<file path="src/rtl/rc4_xor_stage.sv">
// RC4 keystream XOR stage: buffers keystream bytes in a FIFO and XORs them, in order, onto the data stream.
// Optional RC4_XOR_BYTECOUNT_EN adds a 16-bit transfer counter output byte_count.
module rc4_xor_stage #(
   parameter int FIFO_DEPTH = 16,
   parameter int LVL_W      = 5
) (
   input  logic             clk,
   input  logic             rst,
   input  logic             ks_valid,
   input  logic [7:0]       ks_data,
   input  logic             in_valid,
   input  logic [7:0]       in_data,
   output logic             in_ready,
   output logic             out_valid,
   output logic [7:0]       out_data,
   input  logic             out_ready,
   input  logic             clear,
   output logic [LVL_W-1:0] ks_level,
   output logic             ks_overflow
`ifdef RC4_XOR_BYTECOUNT_EN
   ,
   output logic [15:0]      byte_count
`endif
);

   localparam int AW = $clog2(FIFO_DEPTH);

   typedef enum logic [1:0] {SYNC, RUN, FAULT} state_t;

   state_t           state_q, state_d;
   logic [7:0]       mem_q [FIFO_DEPTH];
   logic [AW-1:0]    wr_ptr_q, wr_ptr_d;
   logic [AW-1:0]    rd_ptr_q, rd_ptr_d;
   logic [LVL_W-1:0] level_q, level_d;
   logic             ovf_q, ovf_d;
   logic             out_valid_q, out_valid_d;
   logic [7:0]       out_data_q, out_data_d;
   logic             full, pop, push, drop;

   assign full     = (level_q == LVL_W'(FIFO_DEPTH));
   // Level is registered, so a byte pushed this cycle cannot be popped until the next one.
   assign in_ready = (state_q == RUN) && (level_q != '0) && (!out_valid_q || out_ready);
   assign pop      = in_valid && in_ready;
   assign push     = ks_valid && (state_q != FAULT) && (!full || pop);
   assign drop     = ks_valid && (state_q != FAULT) && full && !pop;

   always_comb begin
      state_d     = state_q;
      wr_ptr_d    = wr_ptr_q;
      rd_ptr_d    = rd_ptr_q;
      level_d     = level_q;
      ovf_d       = ovf_q;
      out_valid_d = out_valid_q;
      out_data_d  = out_data_q;
      if (clear) begin
         state_d     = SYNC;
         wr_ptr_d    = '0;
         rd_ptr_d    = '0;
         level_d     = '0;
         ovf_d       = 1'b0;
         out_valid_d = 1'b0;
         out_data_d  = 8'h00;
      end else begin
         if (pop) begin
            rd_ptr_d    = rd_ptr_q + AW'(1);
            out_data_d  = in_data ^ mem_q[rd_ptr_q];
            out_valid_d = 1'b1;
         end else if (out_ready) begin
            out_valid_d = 1'b0;
         end
         if (push) begin
            wr_ptr_d = wr_ptr_q + AW'(1);
         end
         case ({push, pop})
            2'b10:   level_d = level_q + LVL_W'(1);
            2'b01:   level_d = level_q - LVL_W'(1);
            default: level_d = level_q;
         endcase
         if (state_q == SYNC && ks_valid) begin
            state_d = RUN;
         end
         if (drop) begin
            ovf_d   = 1'b1;
            state_d = FAULT;
         end
      end
   end

   always_ff @(posedge clk) begin
      if (rst) begin
         state_q     <= SYNC;
         wr_ptr_q    <= '0;
         rd_ptr_q    <= '0;
         level_q     <= '0;
         ovf_q       <= 1'b0;
         out_valid_q <= 1'b0;
         out_data_q  <= 8'h00;
      end else begin
         state_q     <= state_d;
         wr_ptr_q    <= wr_ptr_d;
         rd_ptr_q    <= rd_ptr_d;
         level_q     <= level_d;
         ovf_q       <= ovf_d;
         out_valid_q <= out_valid_d;
         out_data_q  <= out_data_d;
      end
   end

   always_ff @(posedge clk) begin
      if (push && !rst && !clear) begin
         mem_q[wr_ptr_q] <= ks_data;
      end
   end

   assign out_valid   = out_valid_q;
   assign out_data    = out_data_q;
   assign ks_level    = level_q;
   assign ks_overflow = ovf_q;

`ifdef RC4_XOR_BYTECOUNT_EN
   logic [15:0] cnt_q, cnt_d;

   always_comb begin
      cnt_d = cnt_q;
      if (clear) begin
         cnt_d = '0;
      end else if (pop) begin
         cnt_d = cnt_q + 16'd1;
      end
   end

   always_ff @(posedge clk) begin
      if (rst) begin
         cnt_q <= '0;
      end else begin
         cnt_q <= cnt_d;
      end
   end

   assign byte_count = cnt_q;
`endif

endmodule

</file>
<file path="config.mk">
export PLATFORM = sky130hd
export DESIGN_NAME = rc4_xor_stage
export DESIGN_NICKNAME = d
export VERILOG_FILES = /design/src/rtl/rc4_xor_stage.sv
export SDC_FILE = /design/constraint.sdc
export NUM_CORES = 1
export LEC_CHECK = 0
export CAP_MARGIN = 20
export CORE_UTILIZATION = 53
export CTS_CLUSTER_SIZE = 40
export DETAILED_ROUTE_END_ITERATION = 8
export PLACE_DENSITY = 0.81
export SLEW_MARGIN = 40
export SYNTH_ARGS = -nofsm -noshare
export SYNTH_HDL_FRONTEND = slang
export SYNTH_SLANG_ARGS = --single-unit
export TNS_END_PERCENT = 1
</file>
<file path="constraint.sdc">
create_clock -name clk -period 2.42 [get_ports clk]
set_input_delay 0.484 -clock clk [delete_from_list [all_inputs] [get_ports clk]]
set_output_delay 0.484 -clock clk [all_outputs]
set_load 0.1 [all_outputs]
</file>
==> results_dict.tcl, run 1 <==
set metrics [dict create \
    clock_path_buffers 2 \
    clkSinkCount 157 \
    synth_top_area_share_pct 59.3 \
    cts-hold-fix-buffers 0 \
    final_max_slew_viol_count 0 \
    drc 0 \
    synth_area_leaders "edfxtp_1, mux2i_1, dfxtp_1" \
    hold_violations 0 \
    place_ws_ns -0.341 \
    overflow 0 \
    grt_pass1_vias 4077 \
    period_minus_slack_ns 2.38 \
    die_h_um 113 \
    synth_cell_type_count 41 \
    vias 4052 \
    routabilityCongestion 0.880 \
    slowest_delay_ns 0.59 \
    numPortBuffers 37 \
    clk_latency_ns 0.43 \
    htreeDepth 4 \
    grt_pass1_wl_um 22100 \
    slew_headroom_pct 54.8 \
    hold_class "reg -> reg" \
    p_leak_nw 2.64 \
    synth_common_cells "edfxtp_1, mux2i_1, nor2_1, dfxtp_1, a22oi_1" \
    numCtsBuffers 17 \
    avgViaCountPerCell 5.90 \
    max-cap-violations 0 \
    final_cells 687 \
    start_util_pct 54.2 \
    die-area_um2 12700 \
    cpMaxStageDelayCell "or4_4" \
    synth_seq_cells 157 \
    end_kind "output port" \
    synth.largest_area_cell "edfxtp_1" \
    die_x_um 113 \
    netlist_instances 437 \
    status "completed" \
    synth_most_common_cell "edfxtp_1" \
    antenna_left 0 \
    rsz0062_at_grt "no" \
    nets 556 \
    ios 38 \
    ir_drop_uv 677 \
    setup_viol 0 \
    drt_wl_total_um 13900 \
    worst_pin_slew_ns 0.676 \
    yosysSeqAreaShare_pct 68.3 \
    synthesis.area_um2 6480 \
    placeableCoreArea_um2 12000 \
    yosysWarningCount 0 \
    cts_tree "done" \
    cp_max_fo 7 \
    synth_edf_count 128 \
    synth-main-ff-cell "edfxtp_1" \
    drtPass1Iterations 5 \
    antenna_found_initial 0 \
    crit_arrival_ns 1.90 \
    syn_nets 466 \
    drt_iter0_drc 398 \
    drive_gt1_share_pct 23.3 \
    synthArstFlopShare_pct 0 \
    clk_pin_slew_ns 0.07 \
    power.density_nw_per_um2 707 \
    syn2layout_area_growth_pct 23.4 \
    critical_path.startpoint_type "flop" \
    syn_avg_cell_area_um2 14.8 \
    path_cells "or4_4 > nor2_2 > buf_4 > nor3_4 > buf_12" \
    clock_skew_ns 0.0104 \
    hpwl_um 9340 \
    dpl.cell_count 654 \
    cp.required_ns 1.94 \
    grt_start_max_net_pins 22 \
    fmax_mhz 419 \
    fp-row-count 40 \
    setup_ws_ns 0.0353 \
    cts-root-buf "clkbuf_16" \
    wl_per_cell_um 20.2 \
    diodes 0 \
    path_class "reg -> out" \
    period_share_pct 98.5 \
    grt_usage_pct 23.8 \
]
power breakdown:
part           switching (W)  internal, W
Sequential        0.00000880      0.00293
Combinational       0.000116    0.0000800
Clock                0.00109      0.00143
state kept, by name (all words and copies together) (netlist names), named ones only:
signal       cells
out_valid        1
ks_overflow      1
wr_ptr_q         4
mem_q          128
ks_level         5
out_data         8
state_q          2
rd_ptr_q         4
per-layer routing:
metal | share of wire, % | track usage, % | up-vias
met5 | 0 | 0 | -
met4 | 1.3 | 8.89 | 0
met3 | 6.5 | 5.67 | 21
met2 | 50 | 39.5 | 148
met1 | 42 | 30.6 | 2006
li1 | - | - | 1877
worst paths after layout:
kind                               endpoint   startpoint  slack (ns)  depth (start not counted)
worst min-delay path            ks_overflow  ks_overflow        0.49                          2
worst min register to register  ks_overflow  ks_overflow        0.49                          2
worst max register to register  ks_level[4]  ks_level[0]        0.14                          7
worst max-delay path               in_ready  ks_level[0]        0.04                          5
cell usage in the layout, fill, tap and decap left out, types with 5 or more instances in the layout:
| cell type | n |
|---|---|
| a21oi_1 | 15 |
| nor2_1 | 32 |
| nand3_1 | 6 |
| nand2b_1 | 5 |
| a32oi_1 | 8 |
| mux2i_1 | 68 |
| nand2_1 | 10 |
| buf_4 | 68 |
| o21ai_0 | 12 |
| buf_12 | 5 |
| xor2_1 | 11 |
| inv_1 | 5 |
| dfxtp_2 | 5 |
| nor3_1 | 7 |
| clkdlybuf4s50_1 | 21 |
| a221oi_1 | 8 |
| dfxtp_1 | 23 |
| ha_1 | 7 |
| clkbuf_16 | 17 |
| a22oi_1 | 24 |
| edfxtp_1 | 128 |
final cells by class:
type | instances | area (um2)
sequential | 157 | 4430
fill | 792 | 3970
multi-input combinational | 252 | 1970
timing repair buffer | 94 | 821
clock buffer | 18 | 429
tap | 147 | 184
clock inverter | 14 | 134
inverter | 5 | 18.8
cell families after synthesis:
kind of cell / synth area share (%)
adders and majority gates: 1.35
buffers and inverters: 1.83
DFF: 68.3
muxes: 10.7
and+or+nand+nor: 7.11
AOI/OAI and AO/OA: 8.71
xor gates and xnor gates: 2.03
critical path, delay by kind of cell (launching register included):
family | cells | cell delay [ns]
and+or+nand+nor | 3 | 0.79
DFF | 1 | 0.38
buffers and inverters | 2 | 0.31
per-stage QoR:
stage | hold slack, ns | total power [W] | util (%) | TNS, ns | cell area (um2)
after floorplan | 0.485 | 0.00308 | - | -5.26 | 6500
after global routing | 0.512 | 0.00582 | 66.8 | 0 | 7990
after CTS | 0.492 | 0.00569 | 66.7 | 0 | 7980
after detailed placement | 0.467 | 0.00319 | 62.0 | -2.12 | 7420
final | 0.485 | 0.00565 | 66.8 | 0 | 7990
after global placement | 0.462 | 0.00318 | 62.0 | -0.910 | 7420
timing repair:
item	CTS	global route
buffers inserted	0	1
endpoints found under the setup margin	1	1
gates resized for setup	1	1
cloned	0	0
pin swaps	0	1
Note: power is estimated with default switching activity, not from simulation.
==> inputs of run 2 (changes only) <==
ABC_AREA = 0   (was default)
CELL_PAD_IN_SITES_DETAIL_PLACEMENT = 0   (was default)
CELL_PAD_IN_SITES_GLOBAL_PLACEMENT = 2   (was default)
CORE_UTILIZATION = 39   (was 53)
==> run 2 against run 1 <==
- sequential cell count is the same
- sequential share of layout area shrank 0.061 points
- clock skew grew 0.00095 ns
- combinational power is essentially flat
- register-to-register slack gained 0.05 ns
- power grew 0.11%
- worst setup slack gained 0.084 ns
- largest power group unchanged
==> results_dict.tcl, run 2 (synthesis gave the netlist of run 1 again) <==
set metrics [dict create \
    status "completed" \
    max-cap-violations 0 \
    multi_input_area_um2 1980 \
    worst_pin_slew_ns 0.667 \
    fmax_mhz 435 \
    period_share_pct 95.1 \
    slew_headroom_pct 55.5 \
    layout_common_cells "edfxtp_1, mux2i_1, buf_4, nor2_1, a22oi_1" \
    hold_depth 2 \
    seqCellArea_um2 4430 \
    clock_path_buffers 2 \
    cts-root-buf "clkbuf_16" \
    p_leak_nw 2.59 \
    cp.required_ns 1.94 \
    final_max_slew_viol_count 0 \
    placeableCoreArea_um2 16100 \
    start_util_pct 40.3 \
    largest_register_ffs 128 \
    die-area_um2 17100 \
    final_common_cell "edfxtp_1" \
    cts_tree "done" \
    cp_max_fo 7 \
    critical_path.startpoint_type "flop" \
    drtPass1Iterations 4 \
    drive_gt1_share_pct 21.7 \
    clkSinkCount 157 \
    total_power_w 0.00566 \
    drt_iter0_drc 305 \
    ios 38 \
    top_register "mem_q" \
    wl_per_cell_um 17.5 \
    drt_wl_total_um 13100 \
    rsz0062_at_grt "no" \
    diodes 0 \
    ir_drop_uv 603 \
    grt_pass1_wl_um 20100 \
    hold_violations 0 \
    hpwl_um 8890 \
    antenna_found_initial 0 \
    routabilityCongestion 0.810 \
    nets 546 \
    fillers 1344 \
    clk_latency_ns 0.41 \
    antenna_left 0 \
    setup_viol 0 \
    r2r_cells 9 \
    numCtsBuffers 17 \
    avgViaCountPerCell 5.13 \
    end_kind "output port" \
    clk_pin_slew_ns 0.06 \
    grt_pass1_vias 3694 \
    syn2layout_area_growth_pct 23.5 \
    numPortBuffers 37 \
    grt_start_max_net_pins 34 \
    grt_usage_pct 16.4 \
    die_h_um 131 \
    fp-row-count 46 \
    path_class "reg -> out" \
    drc 0 \
    htreeDepth 4 \
    whs_ns 0.495 \
    vias 3829 \
    overflow 0 \
    clock_skew_ns 0.0113 \
    die_x_um 131 \
    period_minus_slack_ns 2.30 \
    crit_arrival_ns 1.82 \
    hold_class "reg -> reg" \
    power.density_nw_per_um2 707 \
]
[run 2: worst paths after layout]
check | start | slack (ns) | end
worst max register to register | state_q[1] | 0.19 | ks_level[4]
worst min-delay path | ks_overflow | 0.49 | ks_overflow
worst min register to register | ks_overflow | 0.49 | ks_overflow
worst max-delay path | ks_level[0] | 0.12 | in_ready
[run 2: routing by layer]
| layer | vias to the layer above | wire, um | global-route usage, % |
|---|---|---|---|
| met5 | - | 0 | 0 |
| met4 | 0 | 128 | 5.68 |
| met3 | 11 | 470 | 3.46 |
| met2 | 69 | 6720 | 28.2 |
| met1 | 1891 | 5740 | 20.4 |
| li1 | 1858 | - | - |
[run 2: worst max-delay path: stages, from the launching register on]
cell and delay (ns):
dfxtp_2 0.37, or4_4 0.59, nor2_2 0.12, buf_4 0.12, nor3_4 0.04, buf_12 0.16
[run 2: through the flow]
stage / TNS (ns) / cell area, um2 / utilization, % / instances / setup slack [ns]
after global routing: 0 / 8000 / 49.8 / 746 / 0.0115
after global placement: -2.11 / 7400 / 46.1 / 711 / -0.244
final: 0 / 8000 / 49.8 / 746 / 0.120
after CTS: 0 / 7970 / 49.6 / 743 / 0.0367
after floorplan: -5.26 / 6500 / - / 437 / -0.208
after detailed placement: -3.68 / 7400 / 46.1 / 711 / -0.353
[run 2: layout make-up]
cell class	count	share of cell area (%)
clock inverters	14	1.77
multi-input cells	252	24.7
well taps	216	3.38
inverters	5	0.235
clock buffers	18	5.36
flip-flops and latches	157	55.4
repair buffers	84	9.16
[run 2: report_power, final]
group / total [W] / internal [W] / switching (W)
registers: 0.00293 / 0.00293 / 0.00000821
clock network: 0.00253 / 0.00152 / 0.00102
logic: 0.000194 / 0.0000825 / 0.000112
total: 0.00566 / 0.00453 / 0.00114
[run 2: what timing repair did]
| item | 4_1_cts | 5_1_grt |
|---|---|---|
| buffers inserted | 0 | 3 |
| resized for setup | 0 | 3 |
| hold buffers | 0 | 0 |
| endpoints found under the setup margin | 0 | 2 |
